==> src/rtl/pipeline_pkg.sv <==
// Shared pipeline definitions: hazard FSM state encoding, forwarding selects
// and result-source codes used by the hazard sequencer.
package pipeline_pkg;

  typedef logic [1:0] hazard_state_t;

  localparam hazard_state_t ST_RUN      = 2'b00;
  localparam hazard_state_t ST_MEM_WAIT = 2'b01;
  localparam hazard_state_t ST_ERROR    = 2'b10;

  localparam logic [1:0] FWD_RF = 2'b00;
  localparam logic [1:0] FWD_W  = 2'b01;
  localparam logic [1:0] FWD_M  = 2'b10;

  localparam logic [1:0] RESULT_LOAD = 2'b01;

endpackage

==> src/rtl/hazard_ctrl_if.sv <==
// Bundle between the five-stage pipeline datapath and the hazard sequencer:
// register identifiers and memory handshake in, stall/flush/forward controls out.
interface hazard_ctrl_if #(
    parameter int CNT_W = 16
);
    logic [4:0]       Rs1D, Rs2D;
    logic [4:0]       Rs1E, Rs2E, RdE;
    logic [1:0]       ResultSrcE;
    logic             PCSrcE;
    logic [4:0]       RdM, RdW;
    logic             RegWriteM, RegWriteW;
    logic             MemReqM, MemReadyM;
    logic             StallF, StallD, StallE, StallM;
    logic             FlushD, FlushE, FlushW;
    logic [1:0]       ForwardAE, ForwardBE;
    logic             MemErr;
    logic [CNT_W-1:0] StallCnt, FlushCnt;

    // Datapath side
    modport master (
        output Rs1D, Rs2D, Rs1E, Rs2E, RdE, ResultSrcE, PCSrcE,
               RdM, RdW, RegWriteM, RegWriteW, MemReqM, MemReadyM,
        input  StallF, StallD, StallE, StallM, FlushD, FlushE, FlushW,
               ForwardAE, ForwardBE, MemErr, StallCnt, FlushCnt
    );

    // Hazard sequencer side
    modport slave (
        input  Rs1D, Rs2D, Rs1E, Rs2E, RdE, ResultSrcE, PCSrcE,
               RdM, RdW, RegWriteM, RegWriteW, MemReqM, MemReadyM,
        output StallF, StallD, StallE, StallM, FlushD, FlushE, FlushW,
               ForwardAE, ForwardBE, MemErr, StallCnt, FlushCnt
    );

endinterface

==> src/rtl/forward_sel.sv <==
// Operand forwarding select for one E-stage ALU source; the M-stage result
// is newer than the W-stage one, so it wins when both match.
module forward_sel
    import pipeline_pkg::*;
(
    input  logic [4:0] RsE,
    input  logic [4:0] RdM,
    input  logic [4:0] RdW,
    input  logic       RegWriteM,
    input  logic       RegWriteW,
    output logic [1:0] sel
);

    always_comb begin
        sel = FWD_RF;
        if (RegWriteM && (RdM != 5'd0) && (RdM == RsE))
            sel = FWD_M;
        else if (RegWriteW && (RdW != 5'd0) && (RdW == RsE))
            sel = FWD_W;
    end

endmodule

==> src/rtl/hazard_ctrl.sv <==
// Hazard and stall sequencer: memory-wait FSM with timeout, load-use and
// branch arbitration, forwarding selects and saturating performance counters.
module hazard_ctrl
    import pipeline_pkg::*;
#(
    parameter int MEM_TIMEOUT = 16,
    parameter int CNT_W       = 16
) (
    input  logic            clk,
    input  logic            rst,
    hazard_ctrl_if.slave    hif
);

    localparam int WC_W = $clog2(MEM_TIMEOUT + 1);
    localparam logic [WC_W-1:0] WC_LAST = WC_W'(MEM_TIMEOUT - 1);

    hazard_state_t    state;
    logic [WC_W-1:0]  wc;
    logic [CNT_W-1:0] stall_cnt, flush_cnt;

    logic memstall, lwstall, branch_flush;
    logic stall_f, stall_d, stall_e, stall_m;
    logic flush_d, flush_e, flush_w;

    assign memstall = ((state == ST_RUN) && hif.MemReqM && !hif.MemReadyM)
                    || ((state == ST_MEM_WAIT) && !hif.MemReadyM)
                    || (state == ST_ERROR);

    assign lwstall = (hif.ResultSrcE == RESULT_LOAD) && (hif.RdE != 5'd0)
                   && ((hif.RdE == hif.Rs1D) || (hif.RdE == hif.Rs2D));

    // A taken branch squashes the dependent instruction, so it outranks lwstall
    assign branch_flush = !rst && !memstall && hif.PCSrcE;

    always_comb begin
        stall_f = 1'b0;
        stall_d = 1'b0;
        stall_e = 1'b0;
        stall_m = 1'b0;
        flush_d = 1'b0;
        flush_e = 1'b0;
        flush_w = 1'b0;
        if (rst) begin
            flush_d = 1'b1;
            flush_e = 1'b1;
            flush_w = 1'b1;
        end else if (memstall) begin
            stall_f = 1'b1;
            stall_d = 1'b1;
            stall_e = 1'b1;
            stall_m = 1'b1;
            flush_w = 1'b1;
        end else if (hif.PCSrcE) begin
            flush_d = 1'b1;
            flush_e = 1'b1;
        end else if (lwstall) begin
            stall_f = 1'b1;
            stall_d = 1'b1;
            flush_e = 1'b1;
        end
    end

    always_ff @(posedge clk) begin
        if (rst) begin
            state <= ST_RUN;
            wc    <= '0;
        end else begin
            case (state)
                ST_RUN: begin
                    if (hif.MemReqM && !hif.MemReadyM) begin
                        state <= ST_MEM_WAIT;
                        wc    <= WC_W'(1);
                    end
                end
                ST_MEM_WAIT: begin
                    if (hif.MemReadyM) begin
                        state <= ST_RUN;
                        wc    <= '0;
                    end else if (wc == WC_LAST) begin
                        state <= ST_ERROR;
                    end else begin
                        wc <= wc + WC_W'(1);
                    end
                end
                ST_ERROR: state <= ST_ERROR;
                default: begin
                    state <= ST_RUN;
                    wc    <= '0;
                end
            endcase
        end
    end

    // Counters hold at all-ones and freeze once the memory has timed out
    always_ff @(posedge clk) begin
        if (rst) begin
            stall_cnt <= '0;
            flush_cnt <= '0;
        end else if (state != ST_ERROR) begin
            if (stall_f && (stall_cnt != '1))
                stall_cnt <= stall_cnt + CNT_W'(1);
            if (branch_flush && (flush_cnt != '1))
                flush_cnt <= flush_cnt + CNT_W'(1);
        end
    end

    forward_sel u_fwd_a (
        .RsE       (hif.Rs1E),
        .RdM       (hif.RdM),
        .RdW       (hif.RdW),
        .RegWriteM (hif.RegWriteM),
        .RegWriteW (hif.RegWriteW),
        .sel       (hif.ForwardAE)
    );

    forward_sel u_fwd_b (
        .RsE       (hif.Rs2E),
        .RdM       (hif.RdM),
        .RdW       (hif.RdW),
        .RegWriteM (hif.RegWriteM),
        .RegWriteW (hif.RegWriteW),
        .sel       (hif.ForwardBE)
    );

    assign hif.StallF   = stall_f;
    assign hif.StallD   = stall_d;
    assign hif.StallE   = stall_e;
    assign hif.StallM   = stall_m;
    assign hif.FlushD   = flush_d;
    assign hif.FlushE   = flush_e;
    assign hif.FlushW   = flush_w;
    assign hif.MemErr   = (state == ST_ERROR);
    assign hif.StallCnt = stall_cnt;
    assign hif.FlushCnt = flush_cnt;

endmodule

==> src/flat_wrapper.sv <==
// flat-port wrapper written by rule: the top's interface ports become plain ports
module hazard_ctrl_flat import pipeline_pkg::*;
#(
    parameter int MEM_TIMEOUT = 16,
    parameter int CNT_W       = 16
)
  (clk, rst, hif_Rs1D, hif_Rs2D, hif_Rs1E, hif_Rs2E, hif_RdE, hif_ResultSrcE, hif_PCSrcE, hif_RdM, hif_RdW, hif_RegWriteM, hif_RegWriteW, hif_MemReqM, hif_MemReadyM, hif_StallF, hif_StallD, hif_StallE, hif_StallM, hif_FlushD, hif_FlushE, hif_FlushW, hif_ForwardAE, hif_ForwardBE, hif_MemErr, hif_StallCnt, hif_FlushCnt);
  hazard_ctrl_if #(.CNT_W(CNT_W)) hif_i ();
  input  logic clk;
  input  logic rst;
  input wire logic [$bits(hif_i.Rs1D)-1:0] hif_Rs1D;
  input wire logic [$bits(hif_i.Rs2D)-1:0] hif_Rs2D;
  input wire logic [$bits(hif_i.Rs1E)-1:0] hif_Rs1E;
  input wire logic [$bits(hif_i.Rs2E)-1:0] hif_Rs2E;
  input wire logic [$bits(hif_i.RdE)-1:0] hif_RdE;
  input wire logic [$bits(hif_i.ResultSrcE)-1:0] hif_ResultSrcE;
  input wire logic [$bits(hif_i.PCSrcE)-1:0] hif_PCSrcE;
  input wire logic [$bits(hif_i.RdM)-1:0] hif_RdM;
  input wire logic [$bits(hif_i.RdW)-1:0] hif_RdW;
  input wire logic [$bits(hif_i.RegWriteM)-1:0] hif_RegWriteM;
  input wire logic [$bits(hif_i.RegWriteW)-1:0] hif_RegWriteW;
  input wire logic [$bits(hif_i.MemReqM)-1:0] hif_MemReqM;
  input wire logic [$bits(hif_i.MemReadyM)-1:0] hif_MemReadyM;
  output wire logic [$bits(hif_i.StallF)-1:0] hif_StallF;
  output wire logic [$bits(hif_i.StallD)-1:0] hif_StallD;
  output wire logic [$bits(hif_i.StallE)-1:0] hif_StallE;
  output wire logic [$bits(hif_i.StallM)-1:0] hif_StallM;
  output wire logic [$bits(hif_i.FlushD)-1:0] hif_FlushD;
  output wire logic [$bits(hif_i.FlushE)-1:0] hif_FlushE;
  output wire logic [$bits(hif_i.FlushW)-1:0] hif_FlushW;
  output wire logic [$bits(hif_i.ForwardAE)-1:0] hif_ForwardAE;
  output wire logic [$bits(hif_i.ForwardBE)-1:0] hif_ForwardBE;
  output wire logic [$bits(hif_i.MemErr)-1:0] hif_MemErr;
  output wire logic [$bits(hif_i.StallCnt)-1:0] hif_StallCnt;
  output wire logic [$bits(hif_i.FlushCnt)-1:0] hif_FlushCnt;
  assign hif_i.Rs1D = hif_Rs1D;
  assign hif_i.Rs2D = hif_Rs2D;
  assign hif_i.Rs1E = hif_Rs1E;
  assign hif_i.Rs2E = hif_Rs2E;
  assign hif_i.RdE = hif_RdE;
  assign hif_i.ResultSrcE = hif_ResultSrcE;
  assign hif_i.PCSrcE = hif_PCSrcE;
  assign hif_i.RdM = hif_RdM;
  assign hif_i.RdW = hif_RdW;
  assign hif_i.RegWriteM = hif_RegWriteM;
  assign hif_i.RegWriteW = hif_RegWriteW;
  assign hif_i.MemReqM = hif_MemReqM;
  assign hif_i.MemReadyM = hif_MemReadyM;
  assign hif_StallF = hif_i.StallF;
  assign hif_StallD = hif_i.StallD;
  assign hif_StallE = hif_i.StallE;
  assign hif_StallM = hif_i.StallM;
  assign hif_FlushD = hif_i.FlushD;
  assign hif_FlushE = hif_i.FlushE;
  assign hif_FlushW = hif_i.FlushW;
  assign hif_ForwardAE = hif_i.ForwardAE;
  assign hif_ForwardBE = hif_i.ForwardBE;
  assign hif_MemErr = hif_i.MemErr;
  assign hif_StallCnt = hif_i.StallCnt;
  assign hif_FlushCnt = hif_i.FlushCnt;
  hazard_ctrl #(.MEM_TIMEOUT(MEM_TIMEOUT), .CNT_W(CNT_W)) u_core (.clk(clk), .rst(rst), .hif(hif_i));
endmodule
==> config.mk <==
export PLATFORM = sky130hd
export DESIGN_NAME = hazard_ctrl_flat
export DESIGN_NICKNAME = d
export VERILOG_FILES = /design/src/rtl/pipeline_pkg.sv /design/src/rtl/hazard_ctrl_if.sv /design/src/rtl/forward_sel.sv /design/src/rtl/hazard_ctrl.sv /design/src/flat_wrapper.sv
export SDC_FILE = /design/constraint.sdc
export NUM_CORES = 1
export LEC_CHECK = 0
export BUFFER_PORTS_ARGS = -buffer_cell sky130_fd_sc_hd__buf_2
export CAP_MARGIN = 10
export CELL_PAD_IN_SITES_DETAIL_PLACEMENT = 0
export CELL_PAD_IN_SITES_GLOBAL_PLACEMENT = 2
export CORE_MARGIN = 2
export CORE_UTILIZATION = 25
export DETAILED_ROUTE_END_ITERATION = 10
export HOLD_SLACK_MARGIN = 0.05
export PLACE_DENSITY_LB_ADDON = 0.25
export SETUP_SLACK_MARGIN = 0.4
export SYNTH_ARGS = -nofsm -noshare
export SYNTH_HDL_FRONTEND = slang
export SYNTH_SLANG_ARGS = --single-unit
==> constraint.sdc <==
create_clock -name clk -period 2 [get_ports clk]
set_input_delay 0.1 -clock clk [delete_from_list [all_inputs] [get_ports clk]]
set_output_delay 0.1 -clock clk [all_outputs]
set_load 0.05 [all_outputs]
==> results of run 1 <==
stage by stage:
step	instances	TNS [ns]
after floorplan	287	-0.0935
after global placement	491	-0.0506
after detailed placement	491	-0.161
after CTS	511	-0.0208
after global routing	522	-0.472
final	522	0
worst paths after layout:
kind                                            start                             endpoint  slack (ns)  depth (start not counted)
setup reg to reg  u_core.hif.StallCnt[1]$_SDFFE_PP0P_  u_core.hif.StallCnt[7]$_SDFFE_PP0P_        0.02                          8
setup / recovery  u_core.hif.StallCnt[1]$_SDFFE_PP0P_  u_core.hif.StallCnt[7]$_SDFFE_PP0P_        0.02                          8
hold / removal                            hif_MemReqM         u_core.state[0]$_SDFFE_PP0P_        0.23                          4
hold reg to reg   u_core.hif.StallCnt[8]$_SDFFE_PP0P_  u_core.hif.StallCnt[8]$_SDFFE_PP0P_        0.48                          1
area by class of cell:
class	instances	share of cell area, %
sequential	39	21.6
timing repair buffer	127	22.9
inverter	16	1.98
multi-input combinational	221	46.7
clock buffer	7	2.50
tap	111	3.55
clock inverter	1	0.768
kinds of logic after synthesis:
family,count (synthesis),synth area share [%]
AND/OR/NAND/NOR,113,25.8
multiplexers,4,1.75
flip-flops,39,33.0
adder cells (fa/ha/maj),4,2.12
AO/OA/AOI/OAI,55,15.1
XOR/XNOR,45,16.7
buffers and inverters,27,5.55
power by group:
group	internal, W	total [W]	switching, W	leakage, nW
Clock	0.000449	0.000742	0.000293	0.0636
Sequential	0.000775	0.000785	0.00000973	0.334
Combinational	0.000188	0.000410	0.000222	1.18
what timing repair did:
action	CTS	global route
gates resized for setup	60	23
endpoints found under the hold margin	0	0
endpoints found under the setup margin	46	44
gates cloned	2	1
pin swaps	26	18
setup buffers	10	10
Yosys cell counts (all sizes together):
cell	number	area (µm²)
clkinv	1	5.00
xor2	23	201
and4	3	26.3
nor3	6	30.0
o21ai	17	85.1
or4	8	60.1
nand2	17	63.8
and2	2	12.5
o22ai	1	6.26
nor2b	1	6.26
nand4	9	56.3
or2	2	12.5
ha	4	50.1
or3	14	87.6
o311ai	1	8.76
nand3	13	65.1
a31oi	3	18.8
and3	5	36.3
a311oi	2	17.5
nor2	27	109
buf	7	55.1
a2111oi	1	27.5
mux2i	3	30.0
clkbuf	4	15.0
o21bai	1	7.51
o31ai	3	22.5
a21oi	20	108
dfxtp	39	781
o41ai	1	8.76
o2111ai	3	32.5
xnor2	22	193
o21a	2	15.0
nand2b	1	13.8
nor4	5	31.3
inv	15	56.3
mux2	1	11.3
state kept, by name (all words and copies together) (netlist names):
signal               flops
u_core.hif.FlushCnt     16
u_core.wc                5
u_core.state             2
u_core.hif.StallCnt     16
worst min-delay path, stage by stage:
cell	delay (ns)
sky130_fd_sc_hd__buf_2	0.12
sky130_fd_sc_hd__inv_1	0.05
sky130_fd_sc_hd__mux2i_1	0.05
sky130_fd_sc_hd__and3_1	0.17
layer usage:
metal,vias to the layer above,track usage [%],share of wire [%]
met3,5,3.24,6.2
li1,1269,-,-
met4,0,3.12,0.79
met2,70,23.3,47
met5,-,0,0
met1,1158,17.7,46
cells in the final DEF (no fill, tap or decap), types with 3 or more instances in the layout:
cell / count
sky130_fd_sc_hd__xnor2_1: 20
sky130_fd_sc_hd__buf_6: 20
sky130_fd_sc_hd__o21ai_1: 9
sky130_fd_sc_hd__clkbuf_8: 5
sky130_fd_sc_hd__buf_8: 5
sky130_fd_sc_hd__ha_4: 3
sky130_fd_sc_hd__o31ai_1: 3
sky130_fd_sc_hd__nand4_1: 9
sky130_fd_sc_hd__buf_2: 76
sky130_fd_sc_hd__o21ai_0: 6
sky130_fd_sc_hd__nand3_1: 11
sky130_fd_sc_hd__or4_4: 5
sky130_fd_sc_hd__nor4_4: 4
sky130_fd_sc_hd__inv_1: 14
sky130_fd_sc_hd__nor3_4: 3
sky130_fd_sc_hd__dfxtp_2: 25
sky130_fd_sc_hd__xor2_1: 23
sky130_fd_sc_hd__and3_4: 3
sky130_fd_sc_hd__a21oi_1: 12
sky130_fd_sc_hd__dfxtp_1: 5
sky130_fd_sc_hd__buf_4: 25
sky130_fd_sc_hd__nor2_1: 25
sky130_fd_sc_hd__or4_1: 3
sky130_fd_sc_hd__or3_1: 12
sky130_fd_sc_hd__dfxtp_4: 9
sky130_fd_sc_hd__mux2i_1: 3
sky130_fd_sc_hd__nand2_1: 15
sky130_fd_sc_hd__a21oi_2: 6
==> impl_metrics.ini, run 1 <==
[pwr]
total_power_w = 0.00194
power-per-cell-area_nw_per_um2 = 495
static_leak_nw = 1.58
vdd.ir_drop.worst_uv = 346

[sta]
finalCriticalPeriod_ns = 1.98
rsz0062_at_grt = yes
final.hold.worst_slack_ns = 0.232
clock-skew-final_ns = 0.00961
finalHoldViolCount = 0
timing_worst_slew_pin_value_ns = 0.516
report.final.slew_viol_count = 0
final.setup.worst_slack_ns = 0.0151
worst_slew_margin_rel_pct = 65.6
fmaxAchievable_ghz = 0.504
final-setup-viol-count = 0
timing.final.crit_share_pct = 99.2

[cts]
cts.reportedPaths.clkPinSlew_ns = 0.08
clock-sinks = 39
cts_made_buffers = 5
cts_tree = built
clockRootBuffer = sky130_fd_sc_hd__clkbuf_8
cts_max_path_buffers = 2
cts.hold.buffers_added = 0
clkLatencyLatePin_ns = 0.29
ctsHtreeMaxLevel = 2

[drt]
detailed_route_wl_um = 7230
drtAntennaViolNets = 0
drt_iter0_markers = 55
routed_wire_length_per_instance_um = 13.8
vias = 2502
via_per_inst = 4.79
remaining_drc_errors = 0
dr.pass1.iters = 4

[cells_and_area]
stdcell_area_um2 = 3910
n_fill_cell = 955
nets = 458
regArea_um2 = 846
drive_gt1_share_pct = 54.3
multi_input_area_um2 = 1830
area.growth.synth_to_final_pct = 65.2
layout.core_utilization_pct = 42.5
antenna_cells = 0

[critical_path]
timing.critical_path.slowest_cell_delay_ns = 0.47
worst_path_max_delay_cell = sky130_fd_sc_hd__or4_4
timing.critical_path.arrival_ns = 2.21
worst_path_dominant_cell_family = simple AND/OR/NAND/NOR gates
cp-start-kind = flop
critical_path.cell_chain = ha_4, and3_4, and3_4, a311oi_2, a21oi_2, buf_6, or4_4, a21oi_2
criticalPathCategory = reg2reg
cp_num_buf_inv = 1
worstSetupEndpointType = flop
worst-endpoint-required_ns = 2.23
crit_path_max_fanout = 8

[place]
port_buffers = 87
finalWeightedCongestion = 0.716
dp_worst_setup_slack_ns = -0.0778
dp_hpwl_um = 5130
placement.cell_area_um2 = 3270

[synth]
avgSynthCellArea_um2 = 8.24
syn-instance-count = 287
netlist-cell-type-count = 43
mapped_nets = 335
synthesis_warning_total = 0
share_of_synthesized_area_occupied_by_flip_flops_and_latches_pct = 33.0
postSynthRegisterBits = 39
mappedNetlistArea_um2 = 2370

[floorplan]
core_area_um2 = 9200
initial_core_util_pct = 25.7
std_cell_rows = 35
design.portCount = 88
die_h_um = 101
dieWidth_um = 101
die-area_um2 = 10300

[flow_run]
maxCapViolCount = 0

[global_route]
grt.overflow.total = 0
grt_usage_pct = 13.7
initial_antenna_violation_count = 1
maximum_number_of_pins_on_one_net_before_global_route_repair = 37
grt_pass1_vias = 2420
wire_length_of_the_first_global_routing_pass_um = 11400

[status]
outcome = finished clean

[worst_hold_path]
holdCritPathClass = in2reg
(Power assumes the default switching activity.)
==> run 2: changes to the inputs <==
BUFFER_PORTS_ARGS = unset   (was -buffer_cell sky130_fd_sc_hd__buf_2)
CORE_UTILIZATION = 32   (was 25)
DONT_BUFFER_PORTS = 1   (was unset)
==> run 2 against run 1 <==
  * The flow now finishes with violations (negative hold slack, negative setup slack)
  * Routed wire length fell by 9.7%
  * Final area shrank 9.5%
  * Cell count down 14%
  * Register-to-register slack lost 0.03 ns
  * Clock skew decreased by 0.0065 ns
  * Clock power decreased by 31%
  * Worst hold slack worse by 0.37 ns
  * Largest power group unchanged
  * Via count fell by 9.4%
  * Critical endpoint unchanged
  * Global-route usage up 2.2 points
  * Combinational power fell by 30%
==> impl_metrics.ini, run 2 (synthesized netlist as in run 1, its figures left out) <==
[critical_path]
timing.critical_path.slowest_cell_delay_ns = 0.48
worstSetupEndpointType = flop
critical_path.cell_chain = ha_4, and3_4, and3_4, a311oi_2, a21oi_2, buf_12, or4_4, a21oi_2
timing.critical_path.arrival_ns = 2.24
worst-endpoint-required_ns = 2.22
crit_path_max_fanout = 20
worst_path_max_delay_cell = sky130_fd_sc_hd__or4_4
regToRegStartpoint = u_core.hif.StallCnt[1]$_SDFFE_PP0P_
criticalPathCategory = reg2reg
ff2ff_path_depth = 8
cp-start-kind = flop
critPathLaunch = u_core.hif.StallCnt[1]$_SDFFE_PP0P_

[pwr]
total_power_w = 0.00159
static_leak_nw = 1.26
vdd.ir_drop.worst_uv = 361
power-per-cell-area_nw_per_um2 = 449

[sta]
timing_worst_slew_pin_value_ns = 0.891
rsz0062_at_grt = yes
clock-skew-final_ns = 0.00314
fmaxAchievable_ghz = 0.495
final-setup-viol-count = 2
timing.final.crit_share_pct = 101
worst_slew_margin_rel_pct = 40.1
finalHoldViolCount = 33
report.final.slew_viol_count = 0
final.setup.worst_slack_ns = -0.0185
finalCriticalPeriod_ns = 2.02
final.hold.worst_slack_ns = -0.141

[drt]
met2RoutedLength_um = 3260
routed_wire_length_per_instance_um = 14.6
met3_routed_length_um = 298
detailed_route_wl_um = 6530
via_per_inst = 5.06
remaining_drc_errors = 0
drtAntennaViolNets = 0
top_layer_used = met4
detail_route.wirelength.met1_um = 2890
drt_iter0_markers = 88
vias = 2268
dr.pass1.iters = 3

[cells_and_area]
layout.core_utilization_pct = 49.0
commonest_cells_after_routing_fill_and_taps_aside = sky130_fd_sc_hd__buf_4 (47), sky130_fd_sc_hd__dfxtp_2 (27), sky130_fd_sc_hd__nor2_1 (24), sky130_fd_sc_hd__xor2_1 (23), sky130_fd_sc_hd__xnor2_1 (19)
final_cells = 448
antenna_cells = 0
mostFrequentLayoutCell = sky130_fd_sc_hd__buf_4
drive_gt1_share_pct = 45.6
nets = 396
area.growth.synth_to_final_pct = 49.5
stdcell_area_um2 = 3540

[floorplan]
std_cell_rows = 31
core_area_um2 = 7210
die_h_um = 90.0
die-area_um2 = 8100
design.portCount = 88
dieWidth_um = 90.0
initial_core_util_pct = 32.8

[global_route]
grt_pass1_vias = 2298
grt.overflow.total = 0
grt_usage_pct = 15.9
maximum_number_of_pins_on_one_net_before_global_route_repair = 39
initial_antenna_violation_count = 0
wire_length_of_the_first_global_routing_pass_um = 10700

[worst_hold_path]
holdPathStages = 1
hp-start = rst
holdCritPathClass = in2reg

[flow_run]
maxCapViolCount = 0

[place]
place.detailed.instances = 428
port_buffers = 0
dp_hpwl_um = 4750
finalWeightedCongestion = 0.751
placement.cell_area_um2 = 3120

[cts]
cts_tree = built
ctsHtreeMaxLevel = 2
cts_made_buffers = 5
cts.hold.buffers_added = 2
clock-sinks = 39
clkLatencyLatePin_ns = 0.29
clockRootBuffer = sky130_fd_sc_hd__clkbuf_8
cts.reportedPaths.clkPinSlew_ns = 0.07
cts_max_path_buffers = 2

[status]
outcome = complete, but fails checks
violations_in_the_final_reports = negative hold slack, negative setup slack
## run 2: critical path: cells and delay by family, from the launching register on
kind                     cells  cell delay (ns)
buffers and inverters        1             0.17
AO/OA/AOI/OAI                3             0.43
flip-flops                   1             0.35
AND/OR/NAND/NOR              3             0.85
adder cells (fa/ha/maj)      1             0.16
## run 2: worst paths after layout
kind	to	slack (ns)
setup / recovery	u_core.hif.StallCnt[7]$_SDFFE_PP0P_	-0.02
hold / removal	u_core.hif.StallCnt[7]$_SDFFE_PP0P_	-0.14
setup reg to reg	u_core.hif.StallCnt[7]$_SDFFE_PP0P_	-0.02
hold reg to reg	u_core.hif.FlushCnt[1]$_SDFFE_PP0P_	0.47
## run 2: stage by stage
| stage | TNS [ns] | hold slack, ns | setup slack, ns |
|---|---|---|---|
| 2_1_floorplan | -0.0935 | 0.321 | -0.0493 |
| 3_3_place_gp | -0.0675 | 0.164 | -0.0360 |
| 3_5_place_dp | -0.274 | 0.168 | -0.0854 |
| 4_1_cts | -0.0496 | -0.148 | -0.0266 |
| 5_1_grt | -0.529 | -0.165 | -0.101 |
| 6_report | -0.0336 | -0.141 | -0.0185 |
## run 2: layout make-up
cell class	instances	area, µm²
Clock buffer	8	80.1
Fill cell	718	3680
Inverter	16	72.6
Multi-Input combinational cell	221	1830
Sequential cell	39	841
Tap cell	99	124
Timing Repair Buffer	65	588
## run 2: power by group
| group | switching, W | total, W | internal, W | leakage [nW] |
|---|---|---|---|---|
| registers | 0.00000782 | 0.000785 | 0.000777 | 0.334 |
| clock network | 0.000267 | 0.000515 | 0.000248 | 0.0395 |
| logic | 0.000159 | 0.000289 | 0.000130 | 0.891 |
## run 2: timing repair
| item | 4_1_cts | 5_1_grt |
|---|---|---|
| resized for setup | 28 | 28 |
| setup buffers | 6 | 4 |
| pin swaps | 11 | 15 |
| setup endpoints to repair | 41 | 43 |
| endpoints found under the hold margin | 34 | 33 |
## run 2: routing by layer
| layer | GRT usage (%) | vias up |
|---|---|---|
| met5 | 0 | - |
| met4 | 4.74 | 0 |
| met3 | 3.60 | 6 |
| met2 | 27.9 | 46 |
| met1 | 19.6 | 1078 |
| li1 | - | 1138 |
==> run 3: changes to the inputs <==
ABC_AREA = 1   (was unset)
CORE_MARGIN = unset   (was 2)
CORE_UTILIZATION = 30   (was 32)
GPL_ROUTABILITY_DRIVEN = 0   (was unset)
==> run 3 against run 2 <==
  * The run now ends clean
  * Sequential power barely moved
  * Largest power group unchanged
  * Worst hold slack gained 0.30 ns
  * Critical path type is now reg2out
  * Combinational power up 26%
  * Clock skew increased by 0.0042 ns
==> impl_metrics.ini, run 3 <==
[drt]
via_per_inst = 4.90
top_layer_used = met4
detailed_route_wl_um = 8220
dr.pass1.iters = 4
drt_iter0_markers = 53
vias = 2859
drtAntennaViolNets = 0
routed_wire_length_per_instance_um = 14.1
met3_routed_length_um = 341
remaining_drc_errors = 0
met2RoutedLength_um = 3990
detail_route.wirelength.met1_um = 3770

[status]
outcome = finished clean

[cts]
cts_made_buffers = 5
ctsHtreeMaxLevel = 2
cts_max_path_buffers = 2
cts.reportedPaths.clkPinSlew_ns = 0.08
clock-sinks = 39
clockRootBuffer = sky130_fd_sc_hd__clkbuf_8
clkLatencyLatePin_ns = 0.30
cts_tree = built

[cells_and_area]
stdcell_area_um2 = 3930
antenna_cells = 0
drive_gt1_share_pct = 39.6
nets = 522
commonest_cells_after_routing_fill_and_taps_aside = sky130_fd_sc_hd__nand2_1 (73), sky130_fd_sc_hd__buf_4 (51), sky130_fd_sc_hd__inv_1 (38), sky130_fd_sc_hd__nor2_1 (36), sky130_fd_sc_hd__a21oi_1 (28)
layout.core_utilization_pct = 44.8
area.growth.synth_to_final_pct = 43.4
mostFrequentLayoutCell = sky130_fd_sc_hd__nand2_1

[synth]
yosysTopAreaCell = sky130_fd_sc_hd__dfxtp_1
mappedNetlistArea_um2 = 2740
yosys.area_share.xor_xnor_pct = 12.5
netlist.area_leader.share_pct = 28.5
post_synth_fa_ha_maj_area_fraction_pct = 1.83
synth_compound_area_share_pct = 10.5
post_synth_and_or_nand_nor_area_fraction_pct = 36.6
avgSynthCellArea_um2 = 6.77
synthTopCellsByArea = sky130_fd_sc_hd__dfxtp_1 (28%), sky130_fd_sc_hd__nand2_1 (12%), sky130_fd_sc_hd__xnor2_1 (7.0%), sky130_fd_sc_hd__inv_1 (6.0%), sky130_fd_sc_hd__nor2_1 (6.0%)
syn-instance-count = 405
synth.most_common_cell = sky130_fd_sc_hd__nand2_1
synthesis_warning_total = 0
synth_edf_count = 0
synth.area.mux_share_pct = 0
largest_family_of_logic_cells_by_synthesized_area = simple AND/OR/NAND/NOR gates
synth.top_cells.by_count = sky130_fd_sc_hd__nand2_1 (84), sky130_fd_sc_hd__inv_1 (44), sky130_fd_sc_hd__nor2_1 (44)
postSynthRegisterBits = 39
share_of_synthesized_area_occupied_by_flip_flops_and_latches_pct = 28.5
async_flop_share_pct = 0
mapped_nets = 453
postSynth.topFlopCell = sky130_fd_sc_hd__dfxtp_1
netlist-cell-type-count = 35

[critical_path]
cp_num_buf_inv = 4
cp_common_cell = sky130_fd_sc_hd__nor2_4
crit_path_max_fanout = 4
timing.critical_path.slowest_cell_delay_ns = 0.37
criticalPathCategory = reg2out
critical_path.cell_chain = nor2_4, nand3_2, nand3_4, nor2_4, buf_6, nor2_8, inv_4, a21oi_4, buf_8, buf_12
timing.critical_path.arrival_ns = 1.71
cp-start-kind = flop
worst_path_max_delay_cell = sky130_fd_sc_hd__dfxtp_4
worst-endpoint-required_ns = 1.90
worst_path_dominant_cell_family = buffers and inverters
worstSetupEndpointType = output port

[sta]
rsz0062_at_grt = yes
final.setup.worst_slack_ns = 0.193
final-setup-viol-count = 0
timing.final.crit_share_pct = 90.4
finalSetupTns_ns = 0
report.final.slew_viol_count = 0
finalHoldViolCount = 0
clock-skew-final_ns = 0.00729
fmaxAchievable_ghz = 0.553
finalCriticalPeriod_ns = 1.81
timing_worst_slew_pin_value_ns = 1.06
worst_slew_margin_rel_pct = 29.6

[place]
placement.cell_area_um2 = 3310
dp_worst_setup_slack_ns = 0.00313
port_buffers = 0
dp_hpwl_um = 5660

[pwr]
power_report.internal_total_w = 0.00116
seq_power_share_pct = 46.4
power.share.combinational_pct = 21.6
power.net_switching_w = 0.000524
netSwitchingFraction_pct = 31.0
vdd.ir_drop.worst_uv = 221
clock_power_share_pct = 32.0
static_leak_nw = 1.56
power-per-cell-area_nw_per_um2 = 430

[global_route]
initial_antenna_violation_count = 0
grt_pass1_vias = 2880
maximum_number_of_pins_on_one_net_before_global_route_repair = 24
wire_length_of_the_first_global_routing_pass_um = 13800
grt_usage_pct = 17.5
grt.overflow.total = 0

[floorplan]
core_area_um2 = 8760
dieWidth_um = 97.6
initial_core_util_pct = 31.3
std_cell_rows = 34
design.portCount = 88
die-area_um2 = 9520
die_h_um = 97.6

[worst_hold_path]
holdCritPathClass = in2reg

[flow_run]
maxCapViolCount = 0
-- run 3: changes by cell type after synthesis, sizes merged, moves of 5 or more --
cell	delta
or4	-8
nand3	+15
nor3	+10
and3	-5
a21oi	+10
or3	-14
nor2	+23
nand2	+70
nand4	+12
xor2	-6
inv	+39
-- run 3: cell type report --
class / instances / area [µm²]
clock buffer: 6 / 72.6
clock inverter: 2 / 8.76
fill: 865 / 4830
inverter: 54 / 210
multi-input combinational: 304 / 2020
sequential: 39 / 860
tap: 108 / 135
timing repair buffer: 70 / 624
-- run 3: power groups by stage --
stage               Clock [W]  Sequential, W  Combinational (W)
floorplan                   0       0.000815           0.000217
global placement            0       0.000803           0.000269
detailed placement          0       0.000803           0.000272
CTS                  0.000560       0.000785           0.000343
global route         0.000594       0.000785           0.000397
finish               0.000540       0.000783           0.000365
-- run 3: worst min-delay path, cell delays in order --
cell	delay (ns)
sky130_fd_sc_hd__inv_1	0.16
sky130_fd_sc_hd__nand2_1	0.12
sky130_fd_sc_hd__nor2_1	0.03
-- run 3: cells by family (layout without fill, tap and decap cells) --
group | Yosys count | in the layout
AND/OR/NAND/NOR | 206 | 210
AO/OA/AOI/OAI | 51 | 51
flip-flops | 39 | 39
XOR/XNOR | 39 | 39
buffers and inverters | 66 | 132
adder cells (fa/ha/maj) | 4 | 4
-- run 3: what timing repair did --
item,4_1_cts,5_1_grt
hold endpoints to repair,25,0
pin swaps,16,16
cloned,4,0
hold buffers,3,0
resized for setup,31,44
setup endpoints to repair,37,44
setup buffers,18,7
-- run 3: metal layers --
metal	track usage, %	vias up
li1	-	1465
met1	22.7	1318
met2	29.4	68
met3	3.67	8
met4	4.86	0
met5	0	-
-- run 3: metrics by stage --
stage	cells	power, W	hold WS, ns
floorplan	405	0.00103	0.292
global placement	543	0.00107	0.164
detailed placement	543	0.00107	0.166
CTS	576	0.00169	0.134
global route	583	0.00178	0.166
finish	583	0.00169	0.156
-- run 3: worst paths after layout --
check / startpoint / endpoint / cells after the start / slack, ns
hold / removal: rst / u_core.hif.StallCnt[0]$_SDFFE_PP0P_ / 3 / 0.16
setup reg to reg: u_core.hif.StallCnt[0]$_SDFFE_PP0P_ / u_core.hif.StallCnt[10]$_SDFFE_PP0P_ / 9 / 0.27
setup / recovery: u_core.state[0]$_SDFFE_PP0P_ / hif_StallD / 10 / 0.19
hold reg to reg: u_core.wc[2]$_SDFFE_PP0P_ / u_core.wc[2]$_SDFFE_PP0P_ / 1 / 0.47
